==> config.mk <==
export PLATFORM = sky130hd
export DESIGN_NAME = gpio_regs_flat
export DESIGN_NICKNAME = d
export VERILOG_FILES = /design/src/rtl/gpio_regs_if.sv /design/src/rtl/gpio_regs.sv /design/src/flat_wrapper.sv
export SDC_FILE = /design/constraint.sdc
export NUM_CORES = 1
export LEC_CHECK = 0
export BUFFER_PORTS_ARGS = -buffer_cell sky130_fd_sc_hd__buf_2
export CAP_MARGIN = 20
export CORE_MARGIN = 4
export CORE_UTILIZATION = 57
export CTS_CLUSTER_DIAMETER = 40
export DETAILED_ROUTE_END_ITERATION = 12
export PLACE_DENSITY_LB_ADDON = 0.2
export RECOVER_POWER = 100
export SLEW_MARGIN = 20
export SYNTH_ARGS = -nofsm -noshare
export SYNTH_HDL_FRONTEND = slang
export SYNTH_SLANG_ARGS = --single-unit
==> constraint.sdc <==
create_clock -name clk -period 6.2 [get_ports clk]
set_input_delay 1.24 -clock clk [delete_from_list [all_inputs] [get_ports clk]]
set_output_delay 1.24 -clock clk [all_outputs]
set_load 0.01 [all_outputs]
==> src/rtl/gpio_regs_if.sv <==
// picorv32 native memory bus as seen by a memory-mapped peripheral.
// hit is driven by the peripheral so the SOC can steer the response mux.
interface gpio_regs_if;
   logic        mem_valid;
   logic        mem_instr;
   logic [31:0] mem_addr;
   logic [31:0] mem_wdata;
   logic [3:0]  mem_wstrb;
   logic [31:0] mem_rdata;
   logic        mem_ready;
   logic        hit;

   modport master (output mem_valid, mem_instr, mem_addr, mem_wdata, mem_wstrb,
                   input  mem_rdata, mem_ready, hit);
   modport slave  (input  mem_valid, mem_instr, mem_addr, mem_wdata, mem_wstrb,
                   output mem_rdata, mem_ready, hit);
endinterface

==> src/rtl/gpio_regs.sv <==
// GPIO pad-control register block: byte-strobed RW registers, synchronized
// inputs, W1C rising-edge latch and a level interrupt.
module gpio_regs #(
   parameter logic [31:0] BASE_ADDR = 32'h1000_0000,
   parameter int          ADDR_W    = 12
) (
   input  logic        clk,
   input  logic        rstn,
   gpio_regs_if.slave  bus,
   input  logic [31:0] gpio_di,
   output logic [31:0] gpio_do,
   output logic [31:0] gpio_oe,
   output logic [31:0] gpio_ps,
   output logic [31:0] gpio_is,
   output logic [31:0] gpio_ds0,
   output logic [31:0] gpio_ds1,
   output logic [31:0] gpio_sr,
   output logic        irq
);
   localparam int OW  = ADDR_W - 2;
   localparam int NRW = 7;
   localparam logic [OW-1:0] OFF_DI   = OW'(7);
   localparam logic [OW-1:0] OFF_EDGE = OW'(8);
   localparam logic [OW-1:0] OFF_IEN  = OW'(9);

   typedef enum logic {IDLE, RESP} state_t;

   state_t              state;
   logic [NRW-1:0][31:0] rw_q;
   logic [31:0]         irq_en, edge_q, sync1, sync2, prev;
   logic [31:0]         mask, merged, rd, clr, rise, edge_nxt, irq_en_nxt;
   logic [OW-1:0]       off;
   logic                acc, we;

   assign bus.hit = bus.mem_valid && (bus.mem_addr[31:ADDR_W] == BASE_ADDR[31:ADDR_W]);
   assign off     = bus.mem_addr[ADDR_W-1:2];
   assign acc     = bus.hit && (state == IDLE);
   assign we      = acc && (|bus.mem_wstrb) && !bus.mem_instr;
   assign mask    = {{8{bus.mem_wstrb[3]}}, {8{bus.mem_wstrb[2]}},
                     {8{bus.mem_wstrb[1]}}, {8{bus.mem_wstrb[0]}}};

   always_comb begin
      rd = '0;
      case (off)
         OW'(0):   rd = rw_q[0];
         OW'(1):   rd = rw_q[1];
         OW'(2):   rd = rw_q[2];
         OW'(3):   rd = rw_q[3];
         OW'(4):   rd = rw_q[4];
         OW'(5):   rd = rw_q[5];
         OW'(6):   rd = rw_q[6];
         OFF_DI:   rd = sync2;
         OFF_EDGE: rd = edge_q;
         OFF_IEN:  rd = irq_en;
         default:  rd = '0;
      endcase
   end

   // Set dominates clear so a rise landing on a W1C write is never lost.
   always_comb begin
      merged     = '0;
      clr        = '0;
      irq_en_nxt = irq_en;
      if (we && off == OFF_EDGE) clr = bus.mem_wdata & mask;
      if (we && off == OFF_IEN) begin
         merged     = (irq_en & ~mask) | (bus.mem_wdata & mask);
         irq_en_nxt = merged;
      end
      rise     = sync2 & ~prev;
      edge_nxt = (edge_q & ~clr) | rise;
   end

   always_ff @(posedge clk or negedge rstn) begin
      if (!rstn) begin
         state         <= IDLE;
         bus.mem_ready <= 1'b0;
         bus.mem_rdata <= '0;
         rw_q          <= '0;
         irq_en        <= '0;
         edge_q        <= '0;
         sync1         <= '0;
         sync2         <= '0;
         prev          <= '0;
         irq           <= 1'b0;
      end else begin
         sync1  <= gpio_di;
         sync2  <= sync1;
         prev   <= sync2;
         edge_q <= edge_nxt;
         irq_en <= irq_en_nxt;
         irq    <= |(edge_nxt & irq_en_nxt);
         for (int i = 0; i < NRW; i++)
            if (we && off == OW'(i)) rw_q[i] <= (rw_q[i] & ~mask) | (bus.mem_wdata & mask);
         case (state)
            IDLE: if (acc) begin
               state         <= RESP;
               bus.mem_ready <= 1'b1;
               bus.mem_rdata <= we ? 32'h0 : rd;
            end
            RESP: begin
               state         <= IDLE;
               bus.mem_ready <= 1'b0;
               bus.mem_rdata <= '0;
            end
            default: state <= IDLE;
         endcase
      end
   end

   assign gpio_do  = rw_q[0];
   assign gpio_oe  = rw_q[1];
   assign gpio_ps  = rw_q[2];
   assign gpio_is  = rw_q[3];
   assign gpio_ds0 = rw_q[4];
   assign gpio_ds1 = rw_q[5];
   assign gpio_sr  = rw_q[6];
endmodule
==> src/flat_wrapper.sv <==
// flat-port wrapper written by rule: the top's interface ports become plain ports
module gpio_regs_flat 
#(
   parameter logic [31:0] BASE_ADDR = 32'h1000_0000,
   parameter int          ADDR_W    = 12
)
  (clk, rstn, gpio_di, gpio_do, gpio_oe, gpio_ps, gpio_is, gpio_ds0, gpio_ds1, gpio_sr, irq, bus_mem_valid, bus_mem_instr, bus_mem_addr, bus_mem_wdata, bus_mem_wstrb, bus_mem_rdata, bus_mem_ready, bus_hit);
  gpio_regs_if bus_i ();
  input  logic clk;
  input  logic rstn;
  input  logic [31:0] gpio_di;
  output logic [31:0] gpio_do;
  output logic [31:0] gpio_oe;
  output logic [31:0] gpio_ps;
  output logic [31:0] gpio_is;
  output logic [31:0] gpio_ds0;
  output logic [31:0] gpio_ds1;
  output logic [31:0] gpio_sr;
  output logic irq;
  input wire logic [$bits(bus_i.mem_valid)-1:0] bus_mem_valid;
  input wire logic [$bits(bus_i.mem_instr)-1:0] bus_mem_instr;
  input wire logic [$bits(bus_i.mem_addr)-1:0] bus_mem_addr;
  input wire logic [$bits(bus_i.mem_wdata)-1:0] bus_mem_wdata;
  input wire logic [$bits(bus_i.mem_wstrb)-1:0] bus_mem_wstrb;
  output wire logic [$bits(bus_i.mem_rdata)-1:0] bus_mem_rdata;
  output wire logic [$bits(bus_i.mem_ready)-1:0] bus_mem_ready;
  output wire logic [$bits(bus_i.hit)-1:0] bus_hit;
  assign bus_i.mem_valid = bus_mem_valid;
  assign bus_i.mem_instr = bus_mem_instr;
  assign bus_i.mem_addr = bus_mem_addr;
  assign bus_i.mem_wdata = bus_mem_wdata;
  assign bus_i.mem_wstrb = bus_mem_wstrb;
  assign bus_mem_rdata = bus_i.mem_rdata;
  assign bus_mem_ready = bus_i.mem_ready;
  assign bus_hit = bus_i.hit;
  gpio_regs #(.BASE_ADDR(BASE_ADDR), .ADDR_W(ADDR_W)) u_core (.clk(clk), .rstn(rstn), .bus(bus_i), .gpio_di(gpio_di), .gpio_do(gpio_do), .gpio_oe(gpio_oe), .gpio_ps(gpio_ps), .gpio_is(gpio_is), .gpio_ds0(gpio_ds0), .gpio_ds1(gpio_ds1), .gpio_sr(gpio_sr), .irq(irq));
endmodule
# Word level (Yosys, flattened, before mapping)
# Index checks and enable logic that the tools add are counted.
[classes]
muxes = 10
n_bitwise = 25
n_eq_ne = 11
n_reduce_logical = 17
[op_table]
columns = ["cell", "count"]
rows = [
  ["$and A32 B32 Y32", 12],
  ["$pmux W32 S10", 1],
  ["$or A32 B32 Y32", 9],
  ["$mux W32", 4],
  ["$not A32 Y32", 3],
  ["$pmux W32 S2", 1],
  ["$eq A10 B3 Y1 const B", 4],
  ["$reduce_or A32 Y1", 1],
  ["$eq A10 B2 Y1 const B", 2],
  ["$eq A10 B4 Y1 const B", 2],
  ["$eq A20 B17 Y1 const B", 1],
  ["$logic_and A1 B1 Y1", 13],
  ["$eq A10 B1 Y1 const B", 1],
  ["$logic_not A10 Y1", 1],
  ["$pmux W1 S2", 2],
  ["$reduce_or A4 Y1", 1],
  ["$mux W1", 2],
  ["$ne A2 B1 Y1 const B", 1],
  ["$logic_not A1 Y1", 1],
  ["$not A1 Y1", 1],
]
[word_totals]
wordCells = 79
output_inout_bits = 259
regBits = 419
in_bits = 104

# Longest topological paths before layout
[logic_depth]
ltp_word = 12
ltp_mapped = 10
depth_no_buf = 7

# Least setup slack after synthesis
# Ideal clock, no wire load.
[synth_timing]
path_type = "input-to-reg"
from = "input bus_mem_addr[15]"
to = "register u_core.irq"
setup_ps = 130
required_time_ps = 6070
stages = 8
path_buffers = 1
path_slack_ps = 2548
arrival_ps = 3522
cell_sequence = "or4_1 > or4_1 > buf_6 > nor3_4 > mux2_2 > a22oi_1 > and4_1 > nand4_1"
[synth_between]
word_cells_on_any_way = 14
classes_between = "eq/ne: 1; mux: 2; bitwise: 4; reduce/logical: 7"
[synth_rtl]
columns = ["item", "line_no", "rtl"]
rows = [
  ["from (decl)", "flat_wrapper.sv:22", "input wire logic [$bits(bus_i.mem_addr)-1:0] bus_mem_addr;"],
  ["$eq A20 B17 Y1", "gpio_regs.sv:35", "assign bus.hit = bus.mem_valid && (bus.mem_addr[31:ADDR_W] == BASE_ADDR[31:ADDR_W]);"],
  ["$logic_and A1 B1 Y1", "gpio_regs.sv:35", ""],
  ["$logic_and A1 B1 Y1", "gpio_regs.sv:37", "assign acc = bus.hit && (state == IDLE);"],
  ["$logic_and A1 B1 Y1 (2 in a row)", "gpio_regs.sv:38", "assign we = acc && (|bus.mem_wstrb) && !bus.mem_instr;"],
  ["$logic_and A1 B1 Y1", "gpio_regs.sv:65", "if (we && off == OFF_IEN) begin"],
  ["$mux W32", "gpio_regs.sv:65", ""],
  ["via u_core.irq_en_nxt[17]", "gpio_regs.sv:31", "logic [31:0] mask, merged, rd, clr, rise, edge_nxt, irq_en_nxt;"],
  ["$and A32 B32 Y32", "gpio_regs.sv:91", "irq <= |(edge_nxt & irq_en_nxt);"],
  ["$reduce_or A32 Y1", "gpio_regs.sv:91", ""],
  ["to (signal assigned)", "gpio_regs.sv:91", ""],
  ["to (decl)", "gpio_regs.sv:18", "output logic irq"],
]
# The timed path passes the listed nets, and every way through them passes these cells.
# A chain may end at the register's enable or synchronous reset.

# Worst setup path after layout
[layout_timing]
from = "input bus_mem_wstrb[3]"
to = "register u_core.irq"
[layout_between]
elab_chain_len = 10
word_cells_on_any_way = 16
classes_between = "mux: 2; bitwise: 8; reduce/logical: 6"
[layout_lines]
columns = ["item", "line_no", "rtl"]
rows = [
  ["from (decl)", "flat_wrapper.sv:24", "input wire logic [$bits(bus_i.mem_wstrb)-1:0] bus_mem_wstrb;"],
  ["$reduce_or A4 Y1", "gpio_regs.sv:38", ""],
  ["$logic_and A1 B1 Y1 (2 in a row)", "gpio_regs.sv:38", ""],
  ["$logic_and A1 B1 Y1", "gpio_regs.sv:64", "if (we && off == OFF_EDGE) clr = bus.mem_wdata & mask;"],
  ["$mux W32", "gpio_regs.sv:64", ""],
  ["$not A32 Y32", "gpio_regs.sv:70", "edge_nxt = (edge_q & ~clr) | rise;"],
  ["$and A32 B32 Y32", "gpio_regs.sv:70", ""],
  ["$or A32 B32 Y32", "gpio_regs.sv:70", ""],
  ["via u_core.edge_nxt[9]", "gpio_regs.sv:31", ""],
  ["$and A32 B32 Y32", "gpio_regs.sv:91", ""],
  ["$reduce_or A32 Y1", "gpio_regs.sv:91", ""],
]
# The timed path passes the listed nets, and every way through them passes these cells.

==> flow_summary.yaml <==
logic_synthesis:
  netlist.area_leader.share: 0.6200
  synth_seq_cells: 419
  ys_warn_count: 0
  synth_cell_type_count: 32
  ys.flop_type: "dfrtp_1"
  syn-instance-count: 1260
  synth_nets: 1364
  yosys-top-cells-area: "dfrtp_1 (62%), mux2_1 (14%), a222oi_1 (3.6%), mux2_2 (2.8%), nand2_1 (2.7%)"
  yosys.area.top_type: "dfrtp_1"
  synth_area_um2: 16910
  synth_edf_count: 0
  syn_area_per_cell_um2: 13.42
  synth_commonest_cells: "dfrtp_1 (419), mux2_1 (214), nand2_1 (122)"
  ys_seq_area_frac: 0.6200
  yosysMostFrequentCell: "dfrtp_1"
  synth-async-reset-ratio: 1.000
global_routing:
  grt_overflow: 0
  grt_max_degree: 162
  grt_pass1_wl_um: 83600
  antenna_found_initial: 2
  grt_pass1_vias: 13665
  grt_use_total: 0.3325
sta:
  hold_viol_final: 0
  tightest_slew_ps: 2684
  skew_ps: 13.09
  fin_crit_sh: 0.8311
  setup-tns-final_ps: 0
  setup_viol: 0
  slew_headroom: -0.7894
  rsz0062_at_grt: "no"
  drv_slew: 162
  hold_ws_ps: 343.4
  fmax_mhz: 194.1
  fin_crit_ps: 5153
critical_path:
  crit_path_frequent_cell: "clkbuf_1"
  crit_arrival_ps: 5630
  max_stage_delay_ps: 1370
  end_kind: "register"
  worstPathMaxFanout: 25
  r2r_cells: 8
  crit_path_start_kind: "input port"
  rr_startpoint: "u_core.state"
  crit_required_ps: 6670
  path_class: "input port to register"
  critPathSlowestCell: "or4_1"
  r2r_setup_slack_ps: 2090
  r2r_end: "u_core.irq"
  crit_chain: "clkbuf_1, nor4_1, or4_1, clkbuf_1, o41ai_1, o21ai_0, a22oi_1, and4_1, nand4_1"
cells_and_area:
  drive_gt1_frac: 0.1406
  diodes: 0
  final_nets: 1721
  areaGrowthSynthToFinish_pct: 20.68
  fillCellCount: 2236
  final_cells: 2041
clock_tree:
  htreeDepth: 2
  cts_resized: 0
  cts_inserted_buffers: 49
  cts.path.max_buffers: 3
  post_cts_buffers: 0
  clock_sinks: 419
  path_clk_slew_ps: 60
  clockRootBuffer: "clkbuf_16"
  worstSkewPairLatency_ps: 540
  cts_tree: "done"
  cts_hold_buf: 0
placed_design:
  place_congestion: 0.8472
  post-place-cells: 1950
  io_buffers: 360
  dpl.hpwl_um: 35320
detailed_routing:
  drtIter0Drc: 1577
  wl_um: 55170
  routedWlPerCell_um: 27.03
  route.detailed.drc: 0
  vias: 13114
  first_pass_iters: 6
  final_antenna_net_count: 0
  viasPerCell: 6.425
floorplanning:
  io_pins: 363
  die_area_um2: 32490
  num_rows: 62
  die_h_um: 180.2
  core-area_um2: 29010
  die_w_um: 180.2
  start_util: 0.5829
pwr:
  ir_drop_uv: 245.7
  p_leak_nw: 9.825
  total_power_mw: 5.855
  power_density_nw_per_um2: 286.9
job:
  cap_violations: 3
hold_path:
  holdPathEnd: "u_core.sync2[19]"
  holdPathStages: 0
  worstHoldStart: "u_core.sync1[19]"
  hp-class: "register to register"
outcome:
  status: "finished with violations"
  failed_checks: "capacitance limit, slew limit"
-- critical path, delay by kind of cell --
kind / cells / cell delay, ps
buf+inv: 2 / 1100
simple gates: 4 / 2560
compound gates: 3 / 680
-- layout make-up --
class                      count  area, µm²  share of cell area
timing repair buffer         379       1619             0.07933
sequential                   419      10490              0.5138
multi-input combinational    735       6022              0.2951
inverter                      33      123.9            0.006070
clock buffer                  67       1416             0.06940
tap                          384      480.5             0.02354
clock inverter                24      261.5             0.01281
-- stage by stage --
stage	setup WS, ps	util	area (µm²)
4_1_cts	1396	0.7164	20790
6_report	1047	0.7034	20410
3_5_place_dp	1251	0.6586	19110
3_3_place_gp	1322	0.6586	19110
5_1_grt	918.3	0.7034	20410
2_1_floorplan	2548	-	16910
-- worst max-delay path by stage --
stage               cells after the start          to  slack (ps)              from
floorplan                               8  u_core.irq        2550  bus_mem_addr[15]
global placement                        9    register        1320  bus_mem_addr[26]
detailed placement                      9    register        1250  bus_mem_addr[26]
CTS                                     7     bus_hit        1400  bus_mem_addr[26]
global route                            9  u_core.irq         920  bus_mem_wstrb[3]
finish                                  9  u_core.irq        1050  bus_mem_wstrb[3]
-- layout by cell type, fill, tap and decap left out, types with 6 or more instances in the layout --
cell         n
dfrtp_1    419
clkbuf_1   282
mux2_1     242
nand2_1    126
buf_2       88
o21ai_0     61
a222oi_1    61
clkbuf_16   51
nand4_1     35
inv_1       33
a21oi_1     32
a22o_1      29
a22oi_1     25
nand3_1     24
o41ai_1     18
mux2_2      14
o41ai_2     14
buf_4       14
nor2_1       9
clkbuf_8     8
clkinv_2     8
and3_2       6
-- power breakdown --
part	internal, mW	total [mW]	switching, mW
clock network	1.78	2.92	1.14
registers	2.77	2.78	0.0150
logic	0.0344	0.151	0.116
-- cells by family after synthesis --
logic type / count (synthesis) / synth area share
AOI/OAI and AO/OA: 248 / 0.1157
buffers and inverters: 106 / 0.02590
DFF: 419 / 0.6200
muxes: 256 / 0.1705
and+or+nand+nor: 231 / 0.06792
-- layer usage --
layer,up-vias,wire (µm),GRT usage
met5,-,19,0
met3,129,5790,0.08680
met4,2,1897,0.1195
li1,5471,-,-
met2,798,26110,0.5312
met1,6714,21350,0.4464
Note: power is estimated with default switching activity, not from simulation.
